[src/rtl/amber_stg_ex_pkg.sv]
//== amber_stg_ex_pkg -- shared widths, opcodes, cc codes and helpers ==
//== rev 1.0                                                          ==
`default_nettype none

package amber_stg_ex_pkg;

  localparam int ADDR_W = 48;
  localparam int DATA_W = 24;
  localparam int OPC_W  = 8;
  localparam int CC_W   = 4;
  localparam int GP_W   = 4;
  localparam int AR_W   = 2;
  localparam int SR_W   = 2;

  localparam logic [OPC_W-1:0] OP_NOP   = 8'h00;
  localparam logic [OPC_W-1:0] OP_MOV   = 8'h01;
  localparam logic [OPC_W-1:0] OP_ADD   = 8'h02;
  localparam logic [OPC_W-1:0] OP_SUB   = 8'h03;
  localparam logic [OPC_W-1:0] OP_AND   = 8'h04;
  localparam logic [OPC_W-1:0] OP_OR    = 8'h05;
  localparam logic [OPC_W-1:0] OP_XOR   = 8'h06;
  localparam logic [OPC_W-1:0] OP_SHL   = 8'h07;
  localparam logic [OPC_W-1:0] OP_SHR   = 8'h08;
  localparam logic [OPC_W-1:0] OP_SAR   = 8'h09;
  localparam logic [OPC_W-1:0] OP_CMP   = 8'h0A;
  localparam logic [OPC_W-1:0] OP_LD    = 8'h10;
  localparam logic [OPC_W-1:0] OP_ST    = 8'h11;
  localparam logic [OPC_W-1:0] OP_ADDA  = 8'h18;
  localparam logic [OPC_W-1:0] OP_MOVA  = 8'h19;
  localparam logic [OPC_W-1:0] OP_SRMOV = 8'h20;
  localparam logic [OPC_W-1:0] OP_BCC   = 8'h30;
  localparam logic [OPC_W-1:0] OP_JCC   = 8'h31;
  localparam logic [OPC_W-1:0] OP_BAL   = 8'h32;
  localparam logic [OPC_W-1:0] OP_SRET  = 8'h33;

  localparam logic [CC_W-1:0] CC_AL  = 4'h0;
  localparam logic [CC_W-1:0] CC_EQ  = 4'h1;
  localparam logic [CC_W-1:0] CC_NE  = 4'h2;
  localparam logic [CC_W-1:0] CC_LT  = 4'h3;
  localparam logic [CC_W-1:0] CC_GE  = 4'h4;
  localparam logic [CC_W-1:0] CC_LTU = 4'h5;
  localparam logic [CC_W-1:0] CC_GEU = 4'h6;

  localparam logic [SR_W-1:0] SR_LR = 2'd1;

  typedef enum logic [3:0] {
    ALU_MOV, ALU_ADD, ALU_SUB, ALU_AND, ALU_OR,
    ALU_XOR, ALU_SHL, ALU_SHR, ALU_SAR
  } alu_op_e;

  // C is the carry out for ADD and the borrow for SUB/CMP.
  typedef struct packed {
    logic z;
    logic n;
    logic c;
    logic v;
  } flags_t;

  typedef struct packed {
    logic [ADDR_W-1:0] pc;
    logic [DATA_W-1:0] instr;
    logic [OPC_W-1:0]  opc;
    logic [GP_W-1:0]   tgt_gp;
    logic              tgt_gp_we;
    logic [SR_W-1:0]   tgt_sr;
    logic              tgt_sr_we;
    logic [AR_W-1:0]   tgt_ar;
    logic              tgt_ar_we;
    logic [ADDR_W-1:0] addr;
    logic [DATA_W-1:0] result;
    logic [ADDR_W-1:0] ar_result;
    logic [ADDR_W-1:0] sr_result;
    logic              branch_taken;
    logic [ADDR_W-1:0] branch_pc;
  } ex_mem_t;

  function automatic logic [ADDR_W-1:0] sext16(input logic [15:0] x);
    return {{32{x[15]}}, x};
  endfunction

  function automatic logic [ADDR_W-1:0] sext14(input logic [13:0] x);
    return {{34{x[13]}}, x};
  endfunction

  function automatic logic [ADDR_W-1:0] sext12(input logic [11:0] x);
    return {{36{x[11]}}, x};
  endfunction

  function automatic logic cc_holds(input logic [CC_W-1:0] cc, input flags_t f);
    logic ok;
    case (cc)
      CC_AL:   ok = 1'b1;
      CC_EQ:   ok = f.z;
      CC_NE:   ok = !f.z;
      CC_LT:   ok = f.n ^ f.v;
      CC_GE:   ok = !(f.n ^ f.v);
      CC_LTU:  ok = f.c;
      CC_GEU:  ok = !f.c;
      default: ok = 1'b0;
    endcase
    return ok;
  endfunction

endpackage

`default_nettype wire

[src/rtl/amber_stg_ex_alu.sv]
//== amber_stg_ex_alu -- combinational 24-bit ALU with Z/N/C/V generation ==
//== rev 1.0                                                             ==
`default_nettype none

module amber_stg_ex_alu
  import amber_stg_ex_pkg::*;
(
  input  alu_op_e           op,
  input  logic [DATA_W-1:0] a,
  input  logic [DATA_W-1:0] b,
  output logic [DATA_W-1:0] result,
  output flags_t            flags
);

  logic [DATA_W:0] sum;
  logic [DATA_W:0] diff;
  logic            big_shift;

  assign sum       = {1'b0, a} + {1'b0, b};
  assign diff      = {1'b0, a} - {1'b0, b};
  assign big_shift = (b >= 24'd24);

  always_comb begin
    result  = '0;
    flags.c = 1'b0;
    flags.v = 1'b0;
    case (op)
      ALU_MOV: result = b;
      ALU_ADD: begin
        result  = sum[DATA_W-1:0];
        flags.c = sum[DATA_W];
        flags.v = (a[DATA_W-1] == b[DATA_W-1]) && (result[DATA_W-1] != a[DATA_W-1]);
      end
      ALU_SUB: begin
        result  = diff[DATA_W-1:0];
        flags.c = diff[DATA_W];
        flags.v = (a[DATA_W-1] != b[DATA_W-1]) && (result[DATA_W-1] != a[DATA_W-1]);
      end
      ALU_AND: result = a & b;
      ALU_OR:  result = a | b;
      ALU_XOR: result = a ^ b;
      ALU_SHL: result = big_shift ? '0 : (a << b[4:0]);
      ALU_SHR: result = big_shift ? '0 : (a >> b[4:0]);
      // Oversized arithmetic shifts saturate to the sign fill.
      ALU_SAR: result = big_shift ? {DATA_W{a[DATA_W-1]}} : $unsigned($signed(a) >>> b[4:0]);
      default: result = '0;
    endcase
    flags.z = (result == '0);
    flags.n = result[DATA_W-1];
  end

endmodule

`default_nettype wire

[src/rtl/amber_stg_ex.sv]
//== amber_stg_ex -- Amber execute stage: ALU, AR/SR ops, cc and branches ==
//== rev 1.0                                                             ==
`default_nettype none

module amber_stg_ex
  import amber_stg_ex_pkg::*;
(
  input  logic              iw_clk,
  input  logic              iw_rst,
  input  logic [ADDR_W-1:0] iw_pc,
  input  logic [DATA_W-1:0] iw_instr,
  input  logic [OPC_W-1:0]  iw_opc,
  input  logic              iw_sgn_en,
  input  logic              iw_imm_en,
  input  logic [15:0]       iw_imm16_val,
  input  logic [13:0]       iw_imm14_val,
  input  logic [11:0]       iw_imm12_val,
  input  logic [9:0]        iw_imm10_val,
  input  logic [CC_W-1:0]   iw_cc,
  input  logic [GP_W-1:0]   iw_tgt_gp,
  input  logic              iw_tgt_gp_we,
  input  logic [SR_W-1:0]   iw_tgt_sr,
  input  logic              iw_tgt_sr_we,
  input  logic [AR_W-1:0]   iw_tgt_ar,
  input  logic [GP_W-1:0]   iw_src_gp,
  input  logic [AR_W-1:0]   iw_src_ar,
  input  logic [SR_W-1:0]   iw_src_sr,
  input  logic [DATA_W-1:0] iw_src_gp_val,
  input  logic [DATA_W-1:0] iw_tgt_gp_val,
  input  logic [ADDR_W-1:0] iw_src_ar_val,
  input  logic [ADDR_W-1:0] iw_tgt_ar_val,
  input  logic [ADDR_W-1:0] iw_src_sr_val,
  input  logic [ADDR_W-1:0] iw_tgt_sr_val,
  input  logic              iw_flush,
  input  logic              iw_stall,
  output logic [ADDR_W-1:0] ow_pc,
  output logic [DATA_W-1:0] ow_instr,
  output logic [OPC_W-1:0]  ow_opc,
  output logic [GP_W-1:0]   ow_tgt_gp,
  output logic              ow_tgt_gp_we,
  output logic [SR_W-1:0]   ow_tgt_sr,
  output logic              ow_tgt_sr_we,
  output logic [AR_W-1:0]   ow_tgt_ar,
  output logic              ow_tgt_ar_we,
  output logic [ADDR_W-1:0] ow_addr,
  output logic [DATA_W-1:0] ow_result,
  output logic [ADDR_W-1:0] ow_ar_result,
  output logic [ADDR_W-1:0] ow_sr_result,
  output logic              ow_branch_taken,
  output logic [ADDR_W-1:0] ow_branch_pc
);

  ex_mem_t           out_q;
  ex_mem_t           nxt;
  flags_t            flags_q;
  flags_t            alu_flags;
  alu_op_e           alu_op;
  logic              upd_flags;
  logic              cc_ok;
  logic [DATA_W-1:0] imm_ext;
  logic [DATA_W-1:0] op_b;
  logic [DATA_W-1:0] alu_result;
  logic [ADDR_W-1:0] ls_addr;
  logic              unused_inputs;

  // Source indices only matter to forwarding upstream.
  assign unused_inputs = ^{iw_src_gp, iw_src_ar, iw_src_sr, iw_imm10_val};

  assign imm_ext = iw_sgn_en ? {{8{iw_imm16_val[15]}}, iw_imm16_val} : {8'h00, iw_imm16_val};
  assign op_b    = iw_imm_en ? imm_ext : iw_src_gp_val;
  assign ls_addr = iw_src_ar_val + sext12(iw_imm12_val);
  // Branches see the flags as they stood before this instruction.
  assign cc_ok   = cc_holds(iw_cc, flags_q);

  always_comb begin
    case (iw_opc)
      OP_ADD:  alu_op = ALU_ADD;
      OP_SUB:  alu_op = ALU_SUB;
      OP_CMP:  alu_op = ALU_SUB;
      OP_AND:  alu_op = ALU_AND;
      OP_OR:   alu_op = ALU_OR;
      OP_XOR:  alu_op = ALU_XOR;
      OP_SHL:  alu_op = ALU_SHL;
      OP_SHR:  alu_op = ALU_SHR;
      OP_SAR:  alu_op = ALU_SAR;
      default: alu_op = ALU_MOV;
    endcase
  end

  amber_stg_ex_alu u_alu (
    .op     (alu_op),
    .a      (iw_tgt_gp_val),
    .b      (op_b),
    .result (alu_result),
    .flags  (alu_flags)
  );

  always_comb begin
    nxt        = '0;
    upd_flags  = 1'b0;
    nxt.pc     = iw_pc;
    nxt.instr  = iw_instr;
    nxt.opc    = iw_opc;
    nxt.tgt_gp = iw_tgt_gp;
    nxt.tgt_sr = iw_tgt_sr;
    nxt.tgt_ar = iw_tgt_ar;
    case (iw_opc)
      OP_MOV, OP_ADD, OP_SUB, OP_AND, OP_OR, OP_XOR, OP_SHL, OP_SHR, OP_SAR: begin
        nxt.result    = alu_result;
        nxt.tgt_gp_we = iw_tgt_gp_we;
        upd_flags     = 1'b1;
      end
      OP_CMP: upd_flags = 1'b1;
      OP_LD: begin
        nxt.addr      = ls_addr;
        nxt.tgt_gp_we = iw_tgt_gp_we;
      end
      OP_ST: begin
        nxt.addr   = ls_addr;
        nxt.result = iw_tgt_gp_val;
      end
      OP_ADDA: begin
        nxt.ar_result = iw_tgt_ar_val + sext14(iw_imm14_val);
        nxt.tgt_ar_we = 1'b1;
      end
      OP_MOVA: begin
        nxt.ar_result = iw_src_ar_val;
        nxt.tgt_ar_we = 1'b1;
      end
      OP_SRMOV: begin
        nxt.sr_result = iw_src_sr_val;
        nxt.tgt_sr_we = iw_tgt_sr_we;
      end
      OP_BCC: begin
        nxt.branch_taken = cc_ok;
        nxt.branch_pc    = cc_ok ? (iw_pc + sext16(iw_imm16_val)) : '0;
      end
      OP_JCC: begin
        nxt.branch_taken = cc_ok;
        nxt.branch_pc    = cc_ok ? iw_src_ar_val : '0;
      end
      OP_BAL: begin
        nxt.branch_taken = 1'b1;
        nxt.branch_pc    = iw_pc + sext16(iw_imm16_val);
        nxt.sr_result    = iw_pc + 48'd1;
        nxt.tgt_sr       = SR_LR;
        nxt.tgt_sr_we    = 1'b1;
      end
      OP_SRET: begin
        nxt.branch_taken = 1'b1;
        nxt.branch_pc    = iw_tgt_sr_val;
      end
      default: ;
    endcase
  end

  always_ff @(posedge iw_clk or posedge iw_rst) begin
    if (iw_rst) begin
      out_q   <= '0;
      flags_q <= '0;
    end else if (iw_flush) begin
      out_q <= '0;
    end else if (!iw_stall) begin
      out_q <= nxt;
      if (upd_flags) flags_q <= alu_flags;
    end
  end

  assign ow_pc           = out_q.pc;
  assign ow_instr        = out_q.instr;
  assign ow_opc          = out_q.opc;
  assign ow_tgt_gp       = out_q.tgt_gp;
  assign ow_tgt_gp_we    = out_q.tgt_gp_we;
  assign ow_tgt_sr       = out_q.tgt_sr;
  assign ow_tgt_sr_we    = out_q.tgt_sr_we;
  assign ow_tgt_ar       = out_q.tgt_ar;
  assign ow_tgt_ar_we    = out_q.tgt_ar_we;
  assign ow_addr         = out_q.addr;
  assign ow_result       = out_q.result;
  assign ow_ar_result    = out_q.ar_result;
  assign ow_sr_result    = out_q.sr_result;
  assign ow_branch_taken = out_q.branch_taken;
  assign ow_branch_pc    = out_q.branch_pc;

endmodule

`default_nettype wire

[config.mk]
export PLATFORM = sky130hd
export DESIGN_NAME = amber_stg_ex
export DESIGN_NICKNAME = d
export VERILOG_FILES = /design/src/rtl/amber_stg_ex_pkg.sv /design/src/rtl/amber_stg_ex_alu.sv /design/src/rtl/amber_stg_ex.sv
export SDC_FILE = /design/constraint.sdc
export NUM_CORES = 2
export LEC_CHECK = 0
export CAP_MARGIN = 30
export CORE_AREA = 2 2 277 279
export CTS_CLUSTER_DIAMETER = 50
export CTS_CLUSTER_SIZE = 12
export DETAILED_ROUTE_END_ITERATION = 6
export DIE_AREA = 0 0 279 281
export PLACE_DENSITY_LB_ADDON = 0.12
export SETUP_SLACK_MARGIN = 0.02
export SKIP_LAST_GASP = 1
export SLEW_MARGIN = 20
export SYNTH_ARGS = -nofsm -noshare
export SYNTH_HDL_FRONTEND = slang
export SYNTH_SLANG_ARGS = --single-unit
[constraint.sdc]
create_clock -name iw_clk -period 11.5 [get_ports iw_clk]
set_clock_uncertainty 0.05 [all_clocks]
set_input_delay 1.15 -clock iw_clk [delete_from_list [all_inputs] [get_ports iw_clk]]
set_output_delay 1.15 -clock iw_clk [all_outputs]
set_load 0.02 [all_outputs]
# == After elaboration in Yosys (flattened, before gate mapping) ==
# Memories as Yosys holds them, arrays and structs flattened.
# Index checks and enable logic that the tools add are counted.
# word_totals
n_memories,1
elab_cells,112
out_inout_bits,308
input_bits,400
reg_bits,312
ramBits,0
romBits,64
latchBits,0
# mem_list
name,depth,word_bits,read_ports,rd_clocked_by_memory_dff,write_ports,line,text
(name not given),16,4,1,0,0,amber_stg_ex.sv:76,case (iw_opc)
# classes
magnitude_cmp,1
n_shift,3
reduce_logical,15
n_mul,0
n_bitwise,6
n_div,0
eq_ne,38
mux,23
n_addsub,6
# ops
cell,n
308-bit 2-to-1 mux,2
24-bit case mux with 9 select lines,1
49-bit case mux with 4 select lines,1
48-bit case mux with 2 select lines,2
48-bit adder,3
48-bit 2-to-1 mux,3
24-bit 2-to-1 mux,5
48-bit by 1-bit adder with 48-bit output (second input constant),1
24-bit case mux with 2 select lines,1
8-bit by 6-bit == test with 1-bit output (second input constant),5
8-bit by 3-bit == test with 1-bit output (second input constant),4
8-bit by 5-bit == test with 1-bit output (second input constant),4
4-bit by 3-bit == test with 1-bit output (second input constant),7
24-bit by 24-bit adder with 25-bit output,1
24-bit by 24-bit subtractor with 25-bit output,1
24-bit bitwise AND,1
8-bit by 4-bit == test with 1-bit output (second input constant),3
24-bit by 5-bit greater-or-equal comparator with 1-bit output (second input constant),1
24-bit logical NOT,1
24-bit OR,1
24-bit by 5-bit << shifter with 24-bit output,1
24-bit by 5-bit right shift with 24-bit output,1
24-bit by 5-bit >>> shifter with 24-bit output,1
24-bit bitwise XOR,1
23 further kinds,40

# == Longest topological paths before layout ==
# depth
word_depth,8
depth_mapped,22
ltp_nobuf,18

# == Hierarchy ==
# Synthesis repeated with hierarchy kept, for this count alone.
# unflattened
cells_unflattened,3502
hier_area_um2,29269.3
# modules_own_cells
mod,seq_area_each_um2,instances,area_per_inst_um2,cells_per_inst
amber_stg_ex,7807.5,1,21888.5,2501
amber_stg_ex_alu,0.0,1,7380.8,1001

# == Least setup slack after synthesis ==
# OpenSTA, ideal clock, no wires.
# synth_path
kind,in2reg
startpoint,input iw_imm_en
endpoint,register flags_q[3] (netlist bit)
path_slack_ps,5866
t_arrival_ps,5463
required_time_ps,11328
path_buffers,5
setup_time_ps,122
path_stages,21
path_cell_list,buf_6 > buf_6 > mux2i_4 > clkinv_1 > buf_1 > clkbuf_1 > clkbuf_1 > ha_1 > and3_1 > a2111oi_2 > a2111o_1 > a31oi_1 > a41oi_1 > a31oi_1 > nand2_1 > a21o_1 > a211oi_1 > a211oi_1 > mux2i_1 > a21oi_1 > a32o_1
# synth_via
elab_chain_len,5
elab_cells_between_ends,15
classes_between,add/sub (2); order compare (1); shift (3); mux (5); bitwise (3); reduce/logical (1)
# synth_lines
item,line,text
from (decl),amber_stg_ex.sv:14,"input logic iw_imm_en,"
24-bit 2-to-1 mux *,amber_stg_ex.sv:70,assign op_b = iw_imm_en ? imm_ext : iw_src_gp_val;
24-bit by 5-bit greater-or-equal comparator with 1-bit output (tied with other cells),amber_stg_ex_alu.sv:21,assign big_shift = (b >= 24'd24);
"24-bit 2-to-1 mux, on equally long branches","amber_stg_ex_alu.sv:45, amber_stg_ex_alu.sv:42, amber_stg_ex_alu.sv:43",
24-bit case mux with 9 select lines *,amber_stg_ex_alu.sv:27,case (op)
24-bit logical NOT *,amber_stg_ex_alu.sv:48,flags.z = (result == '0);
to (signal assigned),amber_stg_ex.sv:165,if (upd_flags) flags_q <= alu_flags;
to (decl),amber_stg_ex.sv:55,flags_t flags_q;
# Mark *: on every way between the ends. The rest lies on a longest branch, timed or not.
# A chain may end at the register's enable or synchronous reset.

# == Worst setup path in the final report ==
# layout_path
startpoint,input iw_imm_en
endpoint,register out_q (netlist bit ow_result[22])
# layout_via
elab_chain_len,7
elab_cells_between_ends,17
classes_between,add/sub (2); order compare (1); shift (3); mux (8); bitwise (3)
# layout_lines
item,line,text
24-bit 2-to-1 mux *,amber_stg_ex.sv:70,
24-bit by 5-bit greater-or-equal comparator with 1-bit output (tied with other cells),amber_stg_ex_alu.sv:21,
"24-bit 2-to-1 mux, on equally long branches","amber_stg_ex_alu.sv:45, amber_stg_ex_alu.sv:42, amber_stg_ex_alu.sv:43",
24-bit case mux with 9 select lines *,amber_stg_ex_alu.sv:27,
24-bit case mux with 2 select lines *,amber_stg_ex.sv:107,case (iw_opc)
308-bit 2-to-1 mux *,amber_stg_ex.sv:163,end else if (!iw_stall) begin
308-bit 2-to-1 mux *,amber_stg_ex.sv:161,end else if (iw_flush) begin
to (signal assigned),amber_stg_ex.sv:164,out_q <= nxt;
to (decl),amber_stg_ex.sv:53,ex_mem_t out_q;
# Mark *: on every way between the ends. The rest lies on a longest branch, timed or not. The select of a mux whose other input is x is not followed.

==> flow_summary.json <==
{
  "syn_inst": 3451,
  "first_iter_violations": 2990,
  "dp_hpwl_um": 107000,
  "cts_buffer_depth": 3,
  "layout-drive-gt1-share_pct": 5.83,
  "period_needed_ps": 6680,
  "post-route-drc-count": 2,
  "routed_via_density": 5.97,
  "globalplace.congestion": 1.00,
  "r2r_end": "ow_branch_pc[45]",
  "insertion_delay_ps": 570,
  "pwr-share-comb_pct": 32.0,
  "ys.flop_type": "dfrtp_1",
  "grt_max_degree": 154,
  "synth-edff-count": 0,
  "post_cts_buffers": 0,
  "hold_start": "ow_result[4]",
  "grt_pass1_wl_um": 197000,
  "setup_violations": 0,
  "yosysTopAreaCellShare_pct": 27.5,
  "rows": 101,
  "crit_type": "input port to register",
  "hold_slack_ps": 426,
  "io_pins": 708,
  "p_clk_share_pct": 39.1,
  "dr.pass1.iters": 7,
  "yosysWarningCount": 0,
  "clock.fmax_mhz": 150,
  "syn-cell-area_um2": 28400,
  "place_inst": 4985,
  "tightest_slew_ps": 1000,
  "rr_worst_depth": 11,
  "antenna_found_initial": 15,
  "p_sw_w": 0.00135,
  "cts.htree.levels": 2,
  "cp.arrival_ps": 7060,
  "wl_um": 138000,
  "coreArea_um2": 75400,
  "cts_tree": "built",
  "yosysMostFrequentCell": "nor2_1",
  "start_kind": "input port",
  "gr-total-overflow": 0,
  "fp.dieW_um": 279,
  "area.growth.synth_to_final_pct": 33.8,
  "die_h_um": 281,
  "outcome": "finished with violations",
  "portBuffers": 689,
  "yosysSeqAreaShare_pct": 27.5,
  "nets": 4697,
  "dieArea_um2": 78400,
  "root_buffer": "clkbuf_16",
  "fin_crit_sh_pct": 58.1,
  "ys_ff_latch": 312,
  "p_sw_share_pct": 34.4,
  "ctsHoldBuffers": 0,
  "ant_nets": 0,
  "cp_data_required_time_ps": 11880,
  "synth_area_leaders": "dfrtp_1 (27%), ha_1 (10%), a21oi_1 (5.7%)",
  "grt.total_usage_pct": 33.8,
  "endpoint_kind": "register",
  "p_int_w": 0.00257,
  "reg2reg_from": "flags_q[0]",
  "peakVddDrop_v": 0.000110,
  "maxCapViolCount": 0,
  "seqPwrFrac_pct": 28.9,
  "synth_common_cells": "nor2_1 (422), a21oi_1 (321), dfrtp_1 (312)",
  "min_to": "ow_result[4]",
  "fillers": 7369,
  "worst-r2r-setup-slack_ps": 8120,
  "tns_ps": 0,
  "cts_sinks": 312,
  "relSlewSlack_pct": 32.4,
  "path_clk_slew_ps": 40,
  "hold_viol": 0,
  "finalNonFillerCells": 5079,
  "maxSlewViolCount": 0,
  "rsz0062_at_grt": "false",
  "syn_nets": 4086,
  "wl_per_cell_um": 27.2,
  "violations": "DRC",
  "synth_area_leader_cell": "dfrtp_1",
  "critical_path.max_fanout": 33,
  "cts_buffers": 48,
  "powerDensity_nw_per_um2": 103,
  "p_leak_nw": 16.2,
  "synth_async_sr_flop_share_pct": 100,
  "cts_resized": 0,
  "start_util_pct": 37.7,
  "grt_pass1_vias": 28500,
  "vias": 30300,
  "min_path_cells": 2,
  "synth.avg_cell_area_um2": 8.24,
  "synthDistinctLibCells": 90,
  "min_path_type": "register to register"
}
==> layout by cell type, fill, tap and decap left out, types with 11 or more instances in the layout <==
cell | Yosys | final
o22ai_1 | 24 | 24
inv_1 | 129 | 128
nand2b_1 | 28 | 28
o31ai_1 | 17 | 16
o21a_1 | 15 | 15
nor4_1 | 17 | 17
a211oi_1 | 33 | 32
clkbuf_16 | 0 | 49
or3_1 | 20 | 20
xor2_1 | 62 | 62
mux4_2 | 23 | 23
mux2i_1 | 143 | 142
a32oi_1 | 11 | 11
o211ai_1 | 21 | 21
nor2b_1 | 32 | 31
a222oi_1 | 28 | 28
a221oi_1 | 26 | 26
buf_4 | 3 | 54
nand2_1 | 285 | 285
nor2_1 | 422 | 415
a21o_1 | 86 | 86
o21bai_1 | 40 | 40
nand4_1 | 33 | 33
nor3_1 | 52 | 50
a21oi_1 | 321 | 320
and3_1 | 22 | 21
dfrtp_1 | 312 | 312
o221ai_1 | 30 | 30
a22o_1 | 48 | 48
nand3_1 | 59 | 58
a22oi_1 | 118 | 118
a31oi_1 | 37 | 37
ha_1 | 230 | 230
xnor2_1 | 138 | 138
mux2_2 | 11 | 11
clkdlybuf4s50_1 | 0 | 686
o21ai_0 | 201 | 201
==> metrics by stage <==
step / setup WS [ps] / power (W) / area, um^2 / util, %
after floorplan: 1670 / 0.00190 / 28400 / -
final: 4820 / 0.00392 / 38000 / 50.4
after global placement: 4260 / 0.00238 / 36300 / 48.1
after global routing: 4550 / 0.00409 / 38000 / 50.4
after detailed placement: 4220 / 0.00238 / 36300 / 48.1
after CTS: 4810 / 0.00393 / 37900 / 50.3
==> final cells by class <==
type / count / area, um^2 / share of cell area, %
multi-input cells: 2814 / 19400 / 51.0
flip-flops and latches: 312 / 7810 / 20.5
diodes: 1 / 2.50 / 0.00658
inverters: 134 / 510 / 1.34
clock buffers: 64 / 1330 / 3.50
clock inverters: 24 / 319 / 0.839
repair buffers: 752 / 7430 / 19.5
well taps: 978 / 1220 / 3.22
==> cells by family (layout without fill, tap and decap cells) <==
kind of cell | Yosys count | count (layout) | synth area share (%)
and+or+nand+nor | 1023 | 1023 | 16.1
AOI/OAI and AO/OA | 1174 | 1174 | 27.6
xor gates and xnor gates | 200 | 200 | 6.16
other | 0 | 1 | 0
adders and majority gates | 235 | 235 | 10.5
DFF | 312 | 312 | 27.5
buffers and inverters | 325 | 974 | 4.56
muxes | 182 | 182 | 7.66
==> metal layers <==
| layer | vias to the layer above | part of all wire (%) | GRT usage [%] | wire length, um |
|---|---|---|---|---|
| li1 | 14000 | - | - | - |
| met1 | 14700 | 40 | 41.8 | 55100 |
| met2 | 1280 | 49 | 58.2 | 67300 |
| met3 | 257 | 7.1 | 6.20 | 9760 |
| met4 | 24 | 4.1 | 12.8 | 5590 |
| met5 | - | 0.11 | 0 | 152 |
==> registers in the layout, indices dropped and copies added (netlist names) <==
signal and flops:
ow_addr 48, ow_sr_result 48, ow_pc 48, ow_ar_result 48, ow_opc 8, flags_q 4
ow_instr 24, ow_result 24, ow_tgt_gp 4, ow_tgt_sr_we 1, ow_branch_taken 1, ow_tgt_sr 2
ow_tgt_gp_we 1, ow_branch_pc 48, ow_tgt_ar 2, ow_tgt_ar_we 1
==> power by group through the flow <==
stage / Combinational (W) / Clock (W) / Sequential, W
final: 0.00125 / 0.00153 / 0.00113
after global routing: 0.00135 / 0.00161 / 0.00113
after CTS: 0.00123 / 0.00156 / 0.00113
after detailed placement: 0.00123 / 0 / 0.00115
after global placement: 0.00123 / 0 / 0.00115
after floorplan: 0.000721 / 0 / 0.00118
==> worst max-delay path, stage by stage <==
cell	delay, ps
clkdlybuf4s50_1	470
buf_4	390
mux2i_4	300
buf_4	450
inv_2	40
buf_4	290
ha_1	300
fa_1	430
o21bai_1	150
a21oi_1	170
o21ai_1	250
a211oi_2	140
a21oi_1	580
a311o_1	340
o2111ai_1	140
nand3_1	180
a221o_1	210
mux2_2	340
a221oi_1	390
a2bb2oi_1	190
o21ai_1	70
==> worst max path at each step <==
stage               startpoint       endpoint  slack, ps
finish               iw_imm_en  ow_result[22]       4820
detailed placement   iw_imm_en  ow_result[22]       4220
floorplan               iw_rst     flags_q[0]       1670
global route         iw_imm_en     flags_q[3]       4550
global placement     iw_imm_en  ow_result[22]       4260
CTS                  iw_imm_en  ow_result[22]       4810
Power figures use the tool's default switching activity.
